[src/rtl/motor_pwm_ramp.sv]
// Multi-channel H-bridge PWM generator with soft-start duty ramping and
// dead-period-protected direction reversal, all applied on period boundaries.
module motor_pwm_ramp #(
    parameter int CHANNELS  = 2,
    parameter int WIDTH     = 4,
    parameter int PRESCALE  = 2,
    parameter int RAMP_STEP = 1
) (
    input  logic                      CLK,
    input  logic                      RST_N,
    input  logic                      EN,
    input  logic                      LOAD,
    input  logic [CHANNELS*WIDTH-1:0] DUTY_IN,
    input  logic [CHANNELS-1:0]       DIR_IN,
    output logic [CHANNELS-1:0]       OUT,
    output logic [CHANNELS-1:0]       DIR_OUT,
    output logic [CHANNELS-1:0]       BUSY,
    output logic                      PERIOD_END
);

    localparam int PRE_W    = (PRESCALE > 1) ? $clog2(PRESCALE) : 1;
    localparam int MAX_DUTY = (1 << WIDTH) - 1;
    // A step larger than full scale behaves exactly like a full-scale step.
    localparam int STEP_SAT = (RAMP_STEP > MAX_DUTY) ? MAX_DUTY : RAMP_STEP;

    localparam logic [PRE_W-1:0] PRE_MAX = PRE_W'(PRESCALE - 1);
    localparam logic [WIDTH-1:0] STEP    = STEP_SAT[WIDTH-1:0];

    logic [PRE_W-1:0]    r_presc;
    logic [WIDTH-1:0]    r_cnt;
    logic [WIDTH-1:0]    r_duty     [CHANNELS];
    logic [WIDTH-1:0]    r_tgt_duty [CHANNELS];
    logic [CHANNELS-1:0] r_tgt_dir;
    logic [CHANNELS-1:0] r_dir;
    logic [CHANNELS-1:0] r_out;
    logic [CHANNELS-1:0] r_busy;
    logic                r_pe;

    logic                w_tick;
    logic                w_boundary;
    logic [PRE_W-1:0]    w_presc_nxt;
    logic [WIDTH-1:0]    w_cnt_nxt;
    logic [WIDTH-1:0]    w_duty_nxt     [CHANNELS];
    logic [WIDTH-1:0]    w_tgt_duty_nxt [CHANNELS];
    logic [CHANNELS-1:0] w_tgt_dir_nxt;
    logic [CHANNELS-1:0] w_dir_nxt;
    logic [CHANNELS-1:0] w_out_nxt;
    logic [CHANNELS-1:0] w_busy_nxt;

    assign w_tick     = EN && (r_presc == PRE_MAX);
    assign w_boundary = w_tick && (r_cnt == '1);

    // Duty one boundary later: slew toward target when direction agrees,
    // otherwise drain toward zero so the bridge never reverses under load.
    function automatic logic [WIDTH-1:0] ramp_duty(
        input logic [WIDTH-1:0] d,
        input logic [WIDTH-1:0] tgt,
        input logic             same_dir
    );
        logic [WIDTH-1:0] res;
        res = d;
        if (same_dir) begin
            if (RAMP_STEP == 0)
                res = tgt;
            else if (tgt > d)
                res = ((tgt - d) <= STEP) ? tgt : d + STEP;
            else
                res = ((d - tgt) <= STEP) ? tgt : d - STEP;
        end else begin
            if (RAMP_STEP == 0 || d <= STEP)
                res = '0;
            else
                res = d - STEP;
        end
        return res;
    endfunction

    always_comb begin
        // NOTE: every output of this block gets a default first so no path can infer a latch.
        w_presc_nxt   = r_presc;
        w_cnt_nxt     = r_cnt;
        w_tgt_dir_nxt = LOAD ? DIR_IN : r_tgt_dir;
        w_dir_nxt     = r_dir;
        w_out_nxt     = '0;
        w_busy_nxt    = '0;

        if (!EN) begin
            w_presc_nxt = '0;
            w_cnt_nxt   = '0;
        end else if (w_tick) begin
            w_presc_nxt = '0;
            w_cnt_nxt   = r_cnt + 1'b1;
        end else begin
            w_presc_nxt = r_presc + 1'b1;
        end

        for (int i = 0; i < CHANNELS; i++) begin
            w_tgt_duty_nxt[i] = LOAD ? DUTY_IN[i*WIDTH +: WIDTH] : r_tgt_duty[i];
            w_duty_nxt[i]     = r_duty[i];

            // The boundary consumes the targets held before any coincident LOAD.
            if (!EN) begin
                w_duty_nxt[i] = '0;
            end else if (w_boundary) begin
                w_duty_nxt[i] = ramp_duty(r_duty[i], r_tgt_duty[i],
                                          r_tgt_dir[i] == r_dir[i]);
                if (r_tgt_dir[i] != r_dir[i] && r_duty[i] == '0)
                    w_dir_nxt[i] = r_tgt_dir[i];
            end

            w_out_nxt[i]  = EN && (r_cnt < r_duty[i]);
            w_busy_nxt[i] = (w_duty_nxt[i] != w_tgt_duty_nxt[i]) ||
                            (w_dir_nxt[i]  != w_tgt_dir_nxt[i]);
        end
    end

    always_ff @(posedge CLK or negedge RST_N) begin
        if (!RST_N) begin
            r_presc   <= '0;
            r_cnt     <= '0;
            r_tgt_dir <= '0;
            r_dir     <= '0;
            r_out     <= '0;
            r_busy    <= '0;
            r_pe      <= 1'b0;
            // NOTE: these per-channel arrays are flops, not RAM, so they take the async reset like any other state.
            for (int i = 0; i < CHANNELS; i++) begin
                r_duty[i]     <= '0;
                r_tgt_duty[i] <= '0;
            end
        end else begin
            r_presc   <= w_presc_nxt;
            r_cnt     <= w_cnt_nxt;
            r_tgt_dir <= w_tgt_dir_nxt;
            r_dir     <= w_dir_nxt;
            r_out     <= w_out_nxt;
            r_busy    <= w_busy_nxt;
            r_pe      <= w_boundary;
            for (int i = 0; i < CHANNELS; i++) begin
                r_duty[i]     <= w_duty_nxt[i];
                r_tgt_duty[i] <= w_tgt_duty_nxt[i];
            end
        end
    end

    assign OUT        = r_out;
    assign DIR_OUT    = r_dir;
    assign BUSY       = r_busy;
    assign PERIOD_END = r_pe;

endmodule

[config.mk]
export PLATFORM = sky130hd
export DESIGN_NAME = motor_pwm_ramp
export DESIGN_NICKNAME = d
export VERILOG_FILES = /design/src/rtl/motor_pwm_ramp.sv
export SDC_FILE = /design/constraint.sdc
export NUM_CORES = 1
export LEC_CHECK = 0
export BUFFER_PORTS_ARGS = -buffer_cell sky130_fd_sc_hd__buf_2
export CAP_MARGIN = 0
export CELL_PAD_IN_SITES_DETAIL_PLACEMENT = 0
export CELL_PAD_IN_SITES_GLOBAL_PLACEMENT = 2
export CORE_ASPECT_RATIO = 0.9
export CORE_MARGIN = 10
export CORE_UTILIZATION = 38
export DETAILED_ROUTE_END_ITERATION = 6
export PLACE_DENSITY_LB_ADDON = 0.1
export SLEW_MARGIN = 10
export SYNTH_ARGS = -nofsm -noshare
export SYNTH_HDL_FRONTEND = slang
export SYNTH_SLANG_ARGS = --single-unit
[constraint.sdc]
create_clock -name CLK -period 4.7 [get_ports CLK]
set_input_delay 0.235 -clock CLK [delete_from_list [all_inputs] [get_ports CLK]]
set_output_delay 0.235 -clock CLK [all_outputs]
set_load 0.1 [all_outputs]
After elaboration in Yosys (flattened, before gate mapping)
Cells that the tools add are included.

word-level totals
  bits in registers = 30

operators by class
  add/sub/neg operators = 10
  $lt $le $gt $ge = 10
  equality and inequality tests = 10
  multiplexer cells = 27
  reduce and logical (&&, ||, !) cells = 10

operators by type and width
  operator             count
  $mux 4               18
  $le 4x1->1 const B   6
  $sub 4x4->4          4
  $add 4x1->4 const B  3
  $gt 4x4->1           2
  $logic_not 4->1      2
  $lt 4x4->1           2
  $mux 1               8
  $ne 4x4->1           2
  $sub 4x1->4 const B  2
  $logic_and 1x1->1    6
  $eq 4x4->1 const B   1
  $ne 1x1->1           4
  $eq 1x1->1           2
  $logic_or 1x1->1     2
  $mux 2               1
  $ne 2x1->1 const B   1
  $add 1x1->1 const B  1

Depth between registers and ports, before layout
  word-level depth = 9
  gate-level depth with buffers = 12
  depth with buffers taken out = 12

Least setup slack after synthesis
No wires, ideal clock.

  path type = register to register
  start = register r_duty[0] in the netlist's numbering
  end = register r_busy[1] (netlist: BUSY[1])
  arrival time = 3.134 ns
  setup slack = 1.442 ns
  stages on the path, launching flop included = 13
  buffers on the path = 1
  period minus slack after synthesis = 3.258 ns
  path through = dfrtp_1 > clkbuf_1 > inv_1 > ha_1 > fa_1 > or2b_2 > or4b_4 > nand4_1 > o221ai_2 > o311ai_1 > o2111a_1 > nand3_1 > a211o_1

between the ends
  cells in the longest elaborated chain, start to end = 9
  elaborated cells between the ends (all ways) = 23
  classes of those cells = 4 x add/sub; 4 x order compare; 2 x eq/ne; 10 x mux; 3 x reduce/logical

ends and longest elaborated chain
  item                                   RTL line  RTL
  from (decl)                            31        logic [WIDTH-1:0] r_duty [CHANNELS];
  from (signal, indexed assignment)      140       r_duty[i] <= w_duty_nxt[i];
  $sub 4x4->4, on equally long branches  68, 66
  $le 4x1->1, on equally long branches   68, 66
  $mux 4, on equally long branches       68, 66
  $mux 4                                 65        else if (tgt > d)
  $mux 4                                 62        if (same_dir) begin
  $mux 4                                 104       end else if (w_boundary) begin
  $mux 4                                 102       if (!EN) begin
  $ne 4x4->1                             112       w_busy_nxt[i] = (w_duty_nxt[i] != w_tgt_duty_nxt[i]) ||
  $logic_or 1x1->1 (*)                   112
  net w_busy_nxt[1]                      48        logic [CHANNELS-1:0] w_busy_nxt;
  to (signal assigned)                   137       r_busy <= w_busy_nxt;
  to (decl)                              36        logic [CHANNELS-1:0] r_busy;

Mark *: on every way through the listed nets, which the timed path passes. The rest lies on a longest branch.
A chain may end at the register's enable or synchronous reset.

Worst setup path after layout
Same ends and word-level chain as after synthesis.

==> results.yml <==
sta:
  hold_viol_final: 15
  clock_skew_ns: 0.00655
  period_share: 0.737
  rsz0062_at_grt: "no"
  slew_violations: 0
  max_slew_margin: 0.539
  finalCriticalPeriod_ns: 3.46
  setup_tns_ns: 0
  whs_ns: -0.00954
  worst_pin_slew_ns: 0.691
  fmax_mhz: 289
  setup_violations: 0
global_routing:
  grt_pass1_wl_um: 11700
  grt_max_degree: 31
  antenna_found_initial: 0
  grt_pass1_vias: 2169
  gr-total-overflow: 0
  groute.usage.overall: 0.133
drt:
  wire_per_inst_um: 17.3
  route.detailed.drc: 0
  drt-pass1-iter-count: 4
  routed_wl_um: 7140
  vias_per_cell: 5.46
  antenna_left: 0
  num_vias: 2257
  drt_iter0_markers: 168
logic_synthesis:
  synth-seq-cells: 30
  yosysWarnings: 0
  yosysSeqAreaShare: 0.269
  postSynthAreaPerCell_sq_um: 9.14
  netlist_area_sq_um: 2790
  ys.flop_type: "dfrtp_1"
  syn_nets: 352
  synth_area_leader_cell: "dfrtp_1"
  ys_types: 71
  synthTopCellsByArea: "dfrtp_1 27%, ha_1 13%, nand2_1 3.8%"
  syn_inst: 305
  synthArstFlopShare: 1.00
  synthDominantCellAreaShare: 0.269
  synth_edf_count: 0
critical_path:
  cp_max_fo: 11
  rr_startpoint: "r_duty[0]$_DFF_PN0_"
  cp-start-kind: "flop"
  required_ns: 4.86
  critPathArrivalTime_ns: 3.63
  reg2reg_to: "BUSY[1]$_DFF_PN0_"
  critPathKind: "flop to flop"
  end_kind: "flop"
  reg2reg_depth: 11
  reg2reg_slack_ns: 1.24
min_path:
  hold_path_class: "primary input to async pin"
floorplanning:
  dieWidth_um: 110
  design.core.area_sq_um: 7110
  num_rows: 29
  ios: 21
  die-height_um: 101
  dieArea_sq_um: 11200
  start_util: 0.392
cts:
  clock_path_buffers: 2
  cts_buffers: 5
  cts_resized: 0
  htree_levels: 2
  ctsRootBufferMaster: "clkbuf_8"
  post-cts-setup-buffer-count: 0
  cts_tree: "yes"
  cts-hold-fix-buffers: 0
  insertion_delay_ns: 0.28
  path_clk_slew_ns: 0.07
  cts.sinks: 30
final_layout:
  final_cell_mix: "30 x dfrtp_1, 29 x ha_1, 28 x nand2_1, 25 x inv_1, 20 x buf_2"
  nets: 366
  drive_gt1_frac: 0.159
  final_common_cell: "dfrtp_1"
  area_delta_synth_final_pct: 8.88
  diodes: 0
  ff_latch_area_sq_um: 751
  multiInputGateArea_sq_um: 1860
  final_cells: 413
  fillers: 723
place:
  io_buffers: 20
  dp.cells: 405
  gp_congestion: 0.856
  dpl.hpwl_um: 5610
power:
  p_leak_uw: 0.00134
  ir_worst_vdd_uv: 125
  power_density_nw_per_um2: 242
  power_uw: 736
run_status:
  status: "complete, but fails checks"
  violations: "hold timing"
flow_run:
  cap_violations: 0
==> power by group <==
group	total, uW	internal (uW)	switching, uW	leakage (uW)
Clock	259	157	101	0.0000504
Combinational	190	76.4	114	0.000903
Sequential	287	270	17.0	0.000386
==> cells in the mapped netlist, types with 3 or more instances <==
master,n
nand4_1,4
nand3_1,9
o32ai_1,4
mux2_2,5
o31ai_1,3
dfrtp_1,30
nand2_1,28
and3_1,3
nor2_1,13
fa_1,4
nor3_1,5
a211oi_1,3
and2_1,5
inv_1,25
nand3b_1,4
xor2_1,7
clkbuf_1,6
o21ai_0,17
buf_4,5
xnor2_1,12
a21oi_1,10
ha_1,29
nor2b_1,3
mux2i_1,8
a21o_1,3
==> how the worst max path moves through the flow <==
stage,startpoint,endpoint,slack (ns),depth (start not counted)
after CTS,r_duty[0]$_DFF_PN0_,BUSY[1]$_DFF_PN0_,1.28,11
after global placement,r_duty[0]$_DFF_PN0_,BUSY[1]$_DFF_PN0_,1.38,11
final,r_duty[0]$_DFF_PN0_,BUSY[1]$_DFF_PN0_,1.24,11
after global routing,r_duty[0]$_DFF_PN0_,BUSY[1]$_DFF_PN0_,1.10,11
after floorplan,r_duty[0]$_DFF_PN0_,BUSY[1]$_DFF_PN0_,1.44,12
after detailed placement,r_duty[0]$_DFF_PN0_,BUSY[1]$_DFF_PN0_,1.32,11
==> per-stage QoR <==
stage | cell area (sq um) | hold slack (ns) | setup WS, ns | utilization
final | 3040 | -0.00954 | 1.24 | 0.427
after detailed placement | 2920 | 0.323 | 1.32 | 0.411
after global placement | 2920 | 0.315 | 1.38 | 0.411
after global routing | 3040 | 0.0368 | 1.10 | 0.427
after floorplan | 2790 | -0.0606 | 1.44 | -
after CTS | 3040 | 0.00938 | 1.28 | 0.427
==> kinds of logic (layout without fill, tap and decap cells) <==
group,after synthesis,count (layout),synth area share
adders and majority gates,33,33,0.159
muxes,13,13,0.0489
DFF,30,30,0.269
and+or+nand+nor,95,95,0.190
buffers and inverters,39,54,0.0646
xor gates and xnor gates,19,19,0.0597
AOI/OAI and AO/OA,76,76,0.209
==> area by class of cell <==
type                    count  area share
clock buffers               5      0.0227
clock inverters             3      0.0148
repair buffers             20      0.0330
flip-flops and latches     30       0.247
multi-input cells         236       0.612
inverters                  26      0.0321
well taps                  93      0.0383
==> flip-flops by register name, summed over array words and instances (netlist names) <==
signal / count
r_duty: 8
r_tgt_duty: 8
r_cnt: 4
BUSY: 2
DIR_OUT: 2
OUT: 2
r_tgt_dir: 2
PERIOD_END: 1
r_presc: 1
==> critical path, stage by stage, from the launching register on <==
cell and delay, ns:
dfrtp_1 0.57, inv_1 0.17, ha_1 0.26, fa_1 0.50, or2b_2 0.29, or4b_4 0.51
nand4_1 0.13, o221ai_2 0.10, o311ai_1 0.26, o2111a_1 0.26, nand3_1 0.08, a211o_1 0.23
==> layer usage <==
layer,track usage,vias to the layer above,part of all wire
li1,-,1130,-
met1,0.206,1075,0.54
met2,0.179,47,0.40
met3,0.0279,5,0.053
met4,0.0296,0,0.0074
met5,0,-,0
(Power assumes the default switching activity.)
